==> src/rtl/ps2_scancode_decoder.sv <==
// PS/2 Set-2 scancode decoder: drains the ps2_keyboard FIFO and emits key events with ASCII.
// Optional shift tracking (upper case / shifted digit symbols) is enabled by defining PS2DEC_SHIFT_EN.
module ps2_scancode_decoder #(
    parameter int PRESS_CNT_W = 8,
    parameter int PAUSE_SKIP  = 7
) (
    input  logic                   clk,
    input  logic                   resetn,
    input  logic                   ps2_ready,
    input  logic [7:0]             ps2_data,
    input  logic                   ps2_overflow,
    output logic                   nextdata_n,
    output logic                   key_valid,
    output logic [7:0]             key_code,
    output logic                   key_ext,
    output logic                   key_break,
    output logic                   key_repeat,
    output logic [7:0]             key_ascii,
    output logic [PRESS_CNT_W-1:0] press_cnt,
    output logic                   held_valid,
    output logic                   ovf_err,
    output logic [1:0]             dbg_state
);

    localparam int SKIP_W = (PAUSE_SKIP < 1) ? 1 : $clog2(PAUSE_SKIP + 1);

    typedef enum logic [1:0] {
        S_IDLE = 2'd0,
        S_POP  = 2'd1,
        S_DEC  = 2'd2
    } state_t;

    state_t                 state_q, state_d;
    logic [7:0]             byte_q, byte_d;
    logic                   nextdata_q, nextdata_d;
    logic                   ext_q, ext_d;
    logic                   brk_q, brk_d;
    logic [SKIP_W-1:0]      skip_q, skip_d;
    logic                   held_valid_q, held_valid_d;
    logic                   held_ext_q, held_ext_d;
    logic [7:0]             held_code_q, held_code_d;
    logic                   key_valid_q, key_valid_d;
    logic [7:0]             key_code_q, key_code_d;
    logic                   key_ext_q, key_ext_d;
    logic                   key_break_q, key_break_d;
    logic                   key_repeat_q, key_repeat_d;
    logic [7:0]             key_ascii_q, key_ascii_d;
    logic [PRESS_CNT_W-1:0] press_cnt_q, press_cnt_d;
    logic                   ovf_q, ovf_d;
    logic                   held_match;
`ifdef PS2DEC_SHIFT_EN
    logic                   shift_l_q, shift_l_d;
    logic                   shift_r_q, shift_r_d;
`endif

    // Unshifted Set-2 to ASCII; anything not listed decodes to 00h.
    function automatic logic [7:0] to_ascii(input logic [7:0] code);
        logic [7:0] a;
        a = 8'h00;
        case (code)
            8'h1C: a = 8'h61; 8'h32: a = 8'h62; 8'h21: a = 8'h63; 8'h23: a = 8'h64;
            8'h24: a = 8'h65; 8'h2B: a = 8'h66; 8'h34: a = 8'h67; 8'h33: a = 8'h68;
            8'h43: a = 8'h69; 8'h3B: a = 8'h6A; 8'h42: a = 8'h6B; 8'h4B: a = 8'h6C;
            8'h3A: a = 8'h6D; 8'h31: a = 8'h6E; 8'h44: a = 8'h6F; 8'h4D: a = 8'h70;
            8'h15: a = 8'h71; 8'h2D: a = 8'h72; 8'h1B: a = 8'h73; 8'h2C: a = 8'h74;
            8'h3C: a = 8'h75; 8'h2A: a = 8'h76; 8'h1D: a = 8'h77; 8'h22: a = 8'h78;
            8'h35: a = 8'h79; 8'h1A: a = 8'h7A;
            8'h45: a = 8'h30; 8'h16: a = 8'h31; 8'h1E: a = 8'h32; 8'h26: a = 8'h33;
            8'h25: a = 8'h34; 8'h2E: a = 8'h35; 8'h36: a = 8'h36; 8'h3D: a = 8'h37;
            8'h3E: a = 8'h38; 8'h46: a = 8'h39;
            8'h29: a = 8'h20; 8'h5A: a = 8'h0D; 8'h66: a = 8'h08;
            default: a = 8'h00;
        endcase
        return a;
    endfunction

`ifdef PS2DEC_SHIFT_EN
    // Shift applied on top of the unshifted character: US layout digit-row symbols.
    function automatic logic [7:0] shift_map(input logic [7:0] a, input logic shift);
        logic [7:0] r;
        r = a;
        if (shift) begin
            if (a >= 8'h61 && a <= 8'h7A) begin
                r = a - 8'h20;
            end else begin
                case (a)
                    8'h30: r = 8'h29; 8'h31: r = 8'h21; 8'h32: r = 8'h40; 8'h33: r = 8'h23;
                    8'h34: r = 8'h24; 8'h35: r = 8'h25; 8'h36: r = 8'h5E; 8'h37: r = 8'h26;
                    8'h38: r = 8'h2A; 8'h39: r = 8'h28;
                    default: r = a;
                endcase
            end
        end
        return r;
    endfunction
`endif

    assign held_match = held_valid_q && (held_ext_q == ext_q) && (held_code_q == byte_q);

    always_comb begin
        state_d      = state_q;
        byte_d       = byte_q;
        nextdata_d   = nextdata_q;
        ext_d        = ext_q;
        brk_d        = brk_q;
        skip_d       = skip_q;
        held_valid_d = held_valid_q;
        held_ext_d   = held_ext_q;
        held_code_d  = held_code_q;
        key_valid_d  = 1'b0;
        key_code_d   = key_code_q;
        key_ext_d    = key_ext_q;
        key_break_d  = key_break_q;
        key_repeat_d = key_repeat_q;
        key_ascii_d  = key_ascii_q;
        press_cnt_d  = press_cnt_q;
        ovf_d        = ovf_q | ps2_overflow;
`ifdef PS2DEC_SHIFT_EN
        shift_l_d    = shift_l_q;
        shift_r_d    = shift_r_q;
`endif
        case (state_q)
            S_IDLE: begin
                if (ps2_ready) begin
                    byte_d     = ps2_data;
                    nextdata_d = 1'b0;
                    state_d    = S_POP;
                end
            end
            S_POP: begin
                nextdata_d = 1'b1;
                state_d    = S_DEC;
            end
            S_DEC: begin
                state_d = S_IDLE;
                if (skip_q != '0) begin
                    skip_d = skip_q - 1'b1;
                end else if (byte_q == 8'hE1) begin
                    skip_d = SKIP_W'(PAUSE_SKIP);
                    ext_d  = 1'b0;
                    brk_d  = 1'b0;
                end else if (byte_q == 8'hE0) begin
                    ext_d = 1'b1;
                end else if (byte_q == 8'hF0) begin
                    brk_d = 1'b1;
                end else if (byte_q == 8'hAA || byte_q == 8'hFA || byte_q == 8'hFE ||
                             byte_q == 8'hEE || byte_q == 8'h00 || byte_q == 8'hFF) begin
                    ext_d = 1'b0;
                    brk_d = 1'b0;
                end else begin
                    key_valid_d = 1'b1;
                    key_code_d  = byte_q;
                    key_ext_d   = ext_q;
                    key_break_d = brk_q;
`ifdef PS2DEC_SHIFT_EN
                    key_ascii_d = ext_q ? 8'h00 : shift_map(to_ascii(byte_q), shift_l_q | shift_r_q);
                    if (!ext_q && byte_q == 8'h12) shift_l_d = !brk_q;
                    if (!ext_q && byte_q == 8'h59) shift_r_d = !brk_q;
`else
                    key_ascii_d = ext_q ? 8'h00 : to_ascii(byte_q);
`endif
                    if (!brk_q) begin
                        key_repeat_d = held_match;
                        if (!held_match) begin
                            press_cnt_d  = press_cnt_q + 1'b1;
                            held_valid_d = 1'b1;
                            held_ext_d   = ext_q;
                            held_code_d  = byte_q;
                        end
                    end else begin
                        key_repeat_d = 1'b0;
                        if (held_match) held_valid_d = 1'b0;
                    end
                    ext_d = 1'b0;
                    brk_d = 1'b0;
                end
            end
            default: state_d = S_IDLE;
        endcase
    end

    always_ff @(posedge clk or negedge resetn) begin
        if (!resetn) begin
            state_q      <= S_IDLE;
            byte_q       <= 8'h00;
            nextdata_q   <= 1'b1;
            ext_q        <= 1'b0;
            brk_q        <= 1'b0;
            skip_q       <= '0;
            held_valid_q <= 1'b0;
            held_ext_q   <= 1'b0;
            held_code_q  <= 8'h00;
            key_valid_q  <= 1'b0;
            key_code_q   <= 8'h00;
            key_ext_q    <= 1'b0;
            key_break_q  <= 1'b0;
            key_repeat_q <= 1'b0;
            key_ascii_q  <= 8'h00;
            press_cnt_q  <= '0;
            ovf_q        <= 1'b0;
`ifdef PS2DEC_SHIFT_EN
            shift_l_q    <= 1'b0;
            shift_r_q    <= 1'b0;
`endif
        end else begin
            state_q      <= state_d;
            byte_q       <= byte_d;
            nextdata_q   <= nextdata_d;
            ext_q        <= ext_d;
            brk_q        <= brk_d;
            skip_q       <= skip_d;
            held_valid_q <= held_valid_d;
            held_ext_q   <= held_ext_d;
            held_code_q  <= held_code_d;
            key_valid_q  <= key_valid_d;
            key_code_q   <= key_code_d;
            key_ext_q    <= key_ext_d;
            key_break_q  <= key_break_d;
            key_repeat_q <= key_repeat_d;
            key_ascii_q  <= key_ascii_d;
            press_cnt_q  <= press_cnt_d;
            ovf_q        <= ovf_d;
`ifdef PS2DEC_SHIFT_EN
            shift_l_q    <= shift_l_d;
            shift_r_q    <= shift_r_d;
`endif
        end
    end

    assign nextdata_n = nextdata_q;
    assign key_valid  = key_valid_q;
    assign key_code   = key_code_q;
    assign key_ext    = key_ext_q;
    assign key_break  = key_break_q;
    assign key_repeat = key_repeat_q;
    assign key_ascii  = key_ascii_q;
    assign press_cnt  = press_cnt_q;
    assign held_valid = held_valid_q;
    assign ovf_err    = ovf_q;
    assign dbg_state  = state_q;

endmodule

==> config.mk <==
export PLATFORM = sky130hd
export DESIGN_NAME = ps2_scancode_decoder
export DESIGN_NICKNAME = d
export VERILOG_FILES = /design/src/rtl/ps2_scancode_decoder.sv
export SDC_FILE = /design/constraint.sdc
export NUM_CORES = 1
export LEC_CHECK = 0
export CELL_PAD_IN_SITES_DETAIL_PLACEMENT = 0
export CELL_PAD_IN_SITES_GLOBAL_PLACEMENT = 1
export CORE_MARGIN = 2
export CORE_UTILIZATION = 40
export DETAILED_ROUTE_END_ITERATION = 8
export PLACE_DENSITY = 0.77
export SKIP_CTS_REPAIR_TIMING = 1
export SYNTH_ARGS = -nofsm -noshare
export SYNTH_HDL_FRONTEND = slang
export SYNTH_SLANG_ARGS = --single-unit
==> constraint.sdc <==
create_clock -name clk -period 5.9 [get_ports clk]
set_clock_uncertainty 0.15 [all_clocks]
set_input_delay 1.18 -clock clk [delete_from_list [all_inputs] [get_ports clk]]
set_output_delay 1.18 -clock clk [all_outputs]
set_load 0.005 [all_outputs]
# ---- After elaboration in Yosys (flattened, before gate mapping)
# Memories as Yosys holds them, arrays and structs flattened.
# Index checks and enable logic that the tools add are counted.
dict set report totals {
  reg_bits 55
  latch_bits 0
  mem_bits_rw 0
  mem_bits_ro 896
  inputBits 12
  out_inout_bits 33
  wordCells 89
  n_memories 1
}
# name words word_bits rd rd_clocked_by_memory_dff wr line_no
set memory_table {}
lappend memory_table {{(no name shown)} 128 7 1 0 0 60} ;# case (code)
dict set report op_classes {
  add_sub_neg 2
  multipliers 0
  div 0
  order_cmp 0
  n_eq_ne 17
  n_shift 0
  mux 24
  n_bitwise 8
  reduce_logical 20
}
# operator count
set op_table {}
lappend op_table {{equality test 8 bit, second input constant} 8}
lappend op_table {{two-way mux 1 bit} 17}
lappend op_table {{two-way mux 8 bit} 2}
lappend op_table {{AND reduction 8 bit} 2}
lappend op_table {{adder 8 x 1 -> 8 bit, second input constant} 1}
lappend op_table {{equality test 8 bit} 1}
lappend op_table {{logical NOT 8 bit} 1}
lappend op_table {{NOT 1 bit} 7}
lappend op_table {{two-way mux 3 bit} 2}
lappend op_table {{inequality test 2 bit, second input constant} 3}
lappend op_table {{AND reduction 2 bit} 3}
lappend op_table {{AND reduction 3 bit} 2}
lappend op_table {{AND reduction 6 bit} 1}
lappend op_table {{logical OR 1 bit} 5}
lappend op_table {{case mux 2 bit (2 select lines)} 1}
lappend op_table {{nonzero test 2 bit} 2}
lappend op_table {{inequality test 3 bit, second input constant} 1}
lappend op_table {{nonzero test 3 bit} 1}
lappend op_table {{subtractor 3 x 1 -> 3 bit, second input constant} 1}
lappend op_table {{equality test 2 x 1 -> 1 bit, second input constant} 1}
lappend op_table {{equality test 2 bit, second input constant} 1}
lappend op_table {{logical AND 1 bit} 2}
lappend op_table {{logical NOT 2 bit} 1}
lappend op_table {{two-way mux 2 bit} 1}
lappend op_table {{4 further kinds} 4}

# ---- Longest topological paths before layout
dict set report depth {
  depth_word 12
  ltp_mapped 10
  mapped_depth_nobuf 8
}

# ---- Least setup slack after synthesis
# No wires, ideal clock.
dict set report synth_timing {
  path_kind {reg-to-reg}
  from {register byte_q[1]}
  to {register held_valid_q (netlist: held_valid)}
  setup_time_ps 125
  t_arrival_ps 2316
  required_time_ps 5625
  slack_ps 3309
  stages_incl_launch_ff 10
  n_path_buf 2
  period_less_slack_ps 2591
  path_cell_list {dfrtp_1 > clkbuf_1 > inv_1 > ha_1 > nor2b_1 > a31o_1 > a211oi_4 > buf_4 > nand3b_2 > mux2_4}
}
dict set report synth_between {
  elab_chain_cells 8
  elab_cells_between_ends 23
  cone_classes {eq/ne (11); bitwise (4); reduce/logical (8)}
}
# item line_no
set synth_rtl {}
lappend synth_rtl {{start, declared} 34} ;# logic [7:0] byte_q, byte_d;
lappend synth_rtl {{start signal, assigned} 207} ;# byte_q <= byte_d;
lappend synth_rtl {{equality test 8 bit} 146} ;# end else if (byte_q == 8'hAA || byte_q == 8'hFA || byte_q == 8'hFE ||
lappend synth_rtl {{logical OR 1 bit (3 in a row)} 146}
lappend synth_rtl {{logical OR 1 bit (2 in a row)} 147} ;# byte_q == 8'hEE || byte_q == 8'h00 || byte_q == 8'hFF) begin
lappend synth_rtl {{NOT 1 bit (no line)} n/a}
lappend synth_rtl {{AND reduction 8 bit (no line) (*)} n/a}
lappend synth_rtl {{end signal, assigned} 212} ;# held_valid_q <= held_valid_d;
lappend synth_rtl {{end, declared} 39} ;# logic held_valid_q, held_valid_d;
# Every way passes the cells marked *; elsewhere a longest branch is shown, timed or not.
# A chain may end at the register's enable or synchronous reset.

# ---- Worst setup path after layout
dict set report layout_timing {
  from {register byte_q[1]}
  to {register held_code_q[1]}
}
dict set report layout_between {
  elab_chain_cells 8
  elab_cells_between_ends 22
  cone_classes {eq/ne (9); bitwise (5); reduce/logical (8)}
}
# item line_no
set layout_rtl {}
lappend layout_rtl {{equality test 8 bit} 146}
lappend layout_rtl {{logical OR 1 bit (3 in a row)} 146}
lappend layout_rtl {{logical OR 1 bit (2 in a row)} 147}
lappend layout_rtl {{NOT 1 bit (no line)} n/a}
lappend layout_rtl {{AND reduction 8 bit (no line)} n/a}
lappend layout_rtl {{end signal, assigned} 214} ;# held_code_q <= held_code_d;
lappend layout_rtl {{end, declared} 41} ;# logic [7:0] held_code_q, held_code_d;
# Parallel ways exist; a longest one is shown, timed or not.

==> flow_summary_export.csv <==
group,metric,value,unit
outcome,status,"complete, no violations",
final_layout,area_delta_synth_final,17.3,%
timing,maxSlewHeadroom,0.517,
worst_setup_path,critical_path_class,"reg -> reg",
clocking,clk_path_buf_depth,2,
synthesis,synthesis.area,3350,µm²
floorplanning,ios,45,
power,clkPwrFrac,0.158,
timing,worstMarginPinSlew,0.724,ns
power,internal_power,1.02,mW
clocking,cts_tree,"yes",
worst_setup_path,crit_slowest_cell,"dfrtp_1",
clocking,clk_pin_slew,0.09,ns
power,p_total,1.58,mW
global_route,grt_pass1_wl,12300,µm
final_layout,layout_common_cells,"53 x dfrtp_1, 42 x clkdlybuf4s50_1, 20 x nand2_1, 18 x mux2_4, 16 x xnor2_1",
floorplanning,start_util,0.410,
worst_setup_path,required,5.94,ns
synthesis,seq_area_frac_synth,0.403,
final_layout,drive_gt1_frac,0.167,
synthesis,synth_nets,346,
timing,final_max_slew_viol_count,0,
clocking,clk_latency,0.30,ns
floorplanning,coreArea,8180,µm²
global_route,grt_pass1_vias,2480,
route,drc,0,
route,drt-initial-drc-count,158,
place,dp_hpwl,5270,µm
route,ant_nets,0,
synthesis,syn-instance-count,322,
timing,hold_viol,0,
global_route,grt-ovfl-total,0,
synthesis,ys_warn_count,0,
worst_setup_path,crit_path_end_kind,"flop",
power,ir_worst_vdd,183,µV
synthesis,synthMuxAreaShare,0.146,
power,sw_frac_of_total,0.352,
worst_setup_path,cp.arrival,3.31,ns
synthesis,synth-edff-count,0,
synthesis,synth-xor-area-share,0.0444,
power,combPwrFrac,0.461,
final_layout,final_common_cell,"dfrtp_1",
power,switching_power,554,µW
timing,fin_setup_tns,0,ns
final_layout,post-route-util,0.481,
timing,fin_crit_sh,0.555,
clocking,cts_root_buf,"clkbuf_8",
timing,rsz0062_at_grt,"no",
route,first_pass_iters,5,
power,power.density,401,nW/µm²
run,maxCapViolations,0,
timing,setup_viol,0,
route,vias,2583,
synthesis,ys_async_sr_fraction,1.00,
synthesis,synth-seq-cells,54,
worst_hold_path,hp-class,"reg -> reg",
global_route,gr-usage-all-layers,0.173,
synthesis,synth_top_family_by_area,"simple AND/OR/NAND/NOR gates",
final_layout,nets,377,
timing,hold_ws,0.330,ns
timing,fin_crit,3.27,ns
worst_setup_path,crit_chain,"inv_1 > ha_1 > or2_2 > a211oi_4 > nand3_2 > mux2_4",
clocking,cts_buffers,5,
place,place_area,3820,µm²
route,wl_per_cell,16.5,µm
synthesis,yosys.area_share.adder,0.0448,
place,port_buffers,43,
clocking,htreeDepth,2,
power,p_seq_frac,0.380,
final_layout,diodes,0,
synthesis,synth-simple-area-share,0.172,
synthesis,synth_compound_area_frac,0.135,
worst_setup_path,worst_path_largest_cell_delay,0.67,ns
final_layout,final_area,3930,µm²
synthesis,synthDistinctLibCells,61,
global_route,antenna_found_initial,0,
place,gp_congestion,0.862,
worst_setup_path,cp_max_fo,16,
floorplanning,die_area,9130,µm²
timing,fmax,306,MHz
global_route,grt_max_degree,55,
final_layout,n_fill_cell,758,
floorplanning,die_w,95.6,µm
route,wirelength,7540,µm
floorplanning,die_h,95.6,µm
power,total_leakage_power,1.67,nW
clocking,cts_sinks,54,
synthesis,synth_top_flop_cell,"dfrtp_1",
worst_setup_path,cp-start-kind,"flop",
route,viasPerCell,5.64,
synthesis,syn_area_per_cell,10.4,µm²
floorplanning,placementRows,33,
## path summary, 6_finish.rpt
path	startpoint	endpoint	slack, ns	cells past startpoint
worst max-delay path	byte_q[1]	held_code_q[1]	2.63	6
worst min-delay path	nextdata_n	nextdata_n	0.33	2
worst max register to register	byte_q[1]	held_code_q[1]	2.63	6
worst min register to register	nextdata_n	nextdata_n	0.33	2
max in group asynchronous	resetn	key_ascii[3]	4.32	2
min in group asynchronous	resetn	ovf_err	0.83	2
## cells by family (layout without fill, tap and decap cells)
family / Yosys count / count (layout)
adders and majority gates: 12 / 12
and+or+nand+nor: 100 / 100
DFF: 54 / 54
xor gates and xnor gates: 17 / 17
other: 1 / 1
AOI/OAI and AO/OA: 63 / 63
muxes: 38 / 38
buffers and inverters: 37 / 68
## worst max-delay path, delay by kind of cell, from the launching register on
kind / cells / cell delay (ns)
flip-flops: 1 / 0.67
buffers and inverters: 1 / 0.21
AO/OA/AOI/OAI: 1 / 0.57
adder cells (fa/ha/maj): 1 / 0.36
AND/OR/NAND/NOR: 2 / 0.78
multiplexers: 1 / 0.41
## metrics by stage
step / setup slack [ns] / cells
after detailed placement: 2.63 / 451
after floorplan: 3.31 / 322
after global routing: 2.43 / 458
after global placement: 2.76 / 451
final: 2.63 / 458
after CTS: 2.60 / 458
## cells in the mapped netlist (2+ instances only)
cell | n | area, µm²
or3_1 | 4 | 25.0
a221oi_1 | 2 | 17.5
a21oi_1 | 13 | 65.1
nand3_1 | 12 | 60.1
inv_1 | 12 | 45.0
buf_6 | 2 | 22.5
o2111ai_1 | 2 | 17.5
and2_1 | 2 | 12.5
or2_2 | 4 | 25.0
xnor2_1 | 16 | 140
o22ai_1 | 2 | 12.5
nand2b_1 | 12 | 75.1
nor2_1 | 11 | 41.3
nor3_1 | 6 | 30.0
nand4b_1 | 3 | 26.3
o211ai_1 | 5 | 37.5
o21bai_1 | 3 | 22.5
a311oi_1 | 2 | 17.5
nor3b_1 | 2 | 15.0
nand4_1 | 6 | 37.5
a31oi_1 | 3 | 18.8
ha_1 | 12 | 150
o21ai_0 | 10 | 50.1
or3b_2 | 2 | 17.5
a32oi_1 | 2 | 17.5
mux2_2 | 14 | 158
mux2i_1 | 6 | 60.1
buf_4 | 3 | 22.5
o31ai_1 | 2 | 15.0
nand2_1 | 20 | 75.1
buf_2 | 10 | 50.1
nor2b_1 | 5 | 31.3
dfrtp_1 | 53 | 1330
and3_1 | 6 | 37.5
a211oi_1 | 2 | 15.0
o22a_1 | 2 | 17.5
clkbuf_1 | 8 | 30.0
mux2_4 | 18 | 270
## state kept, by name, summed over array words and instances (netlist names)
signal       flops
byte_q           8
held_code_q      8
key_code         8
press_cnt        8
key_ascii        7
skip_q           3
dbg_state        2
brk_q            1
ext_q            1
held_ext_q       1
held_valid       1
key_break        1
key_ext          1
key_repeat       1
key_valid        1
nextdata_n       1
ovf_err          1
## power by group through the flow
stage | registers (mW) | logic (mW) | clock network (mW)
2_1_floorplan | 0.576 | 0.495 | 0
3_3_place_gp | 0.605 | 0.725 | 0
3_5_place_dp | 0.606 | 0.728 | 0
4_1_cts | 0.601 | 0.730 | 0.256
5_1_grt | 0.619 | 0.795 | 0.275
6_report | 0.599 | 0.728 | 0.250
## routing by layer
layer	vias to the layer above	wire length [µm]	GRT usage
li1	1217	-	-
met1	1265	3590	0.243
met2	91	3410	0.266
met3	10	393	0.0332
met4	0	145	0.0560
met5	-	0	0
## final cells by class
type,count,area (µm²),share of cell area
Timing Repair Buffer,49,470,0.120
Inverter,12,45.0,0.0115
Multi-Input combinational cell,231,1820,0.463
Clock buffer,6,82.6,0.0210
Clock inverter,1,30.0,0.00763
Tap cell,105,131,0.0334
Sequential cell,54,1350,0.344
No activity file was read; power rests on OpenSTA's default activity.
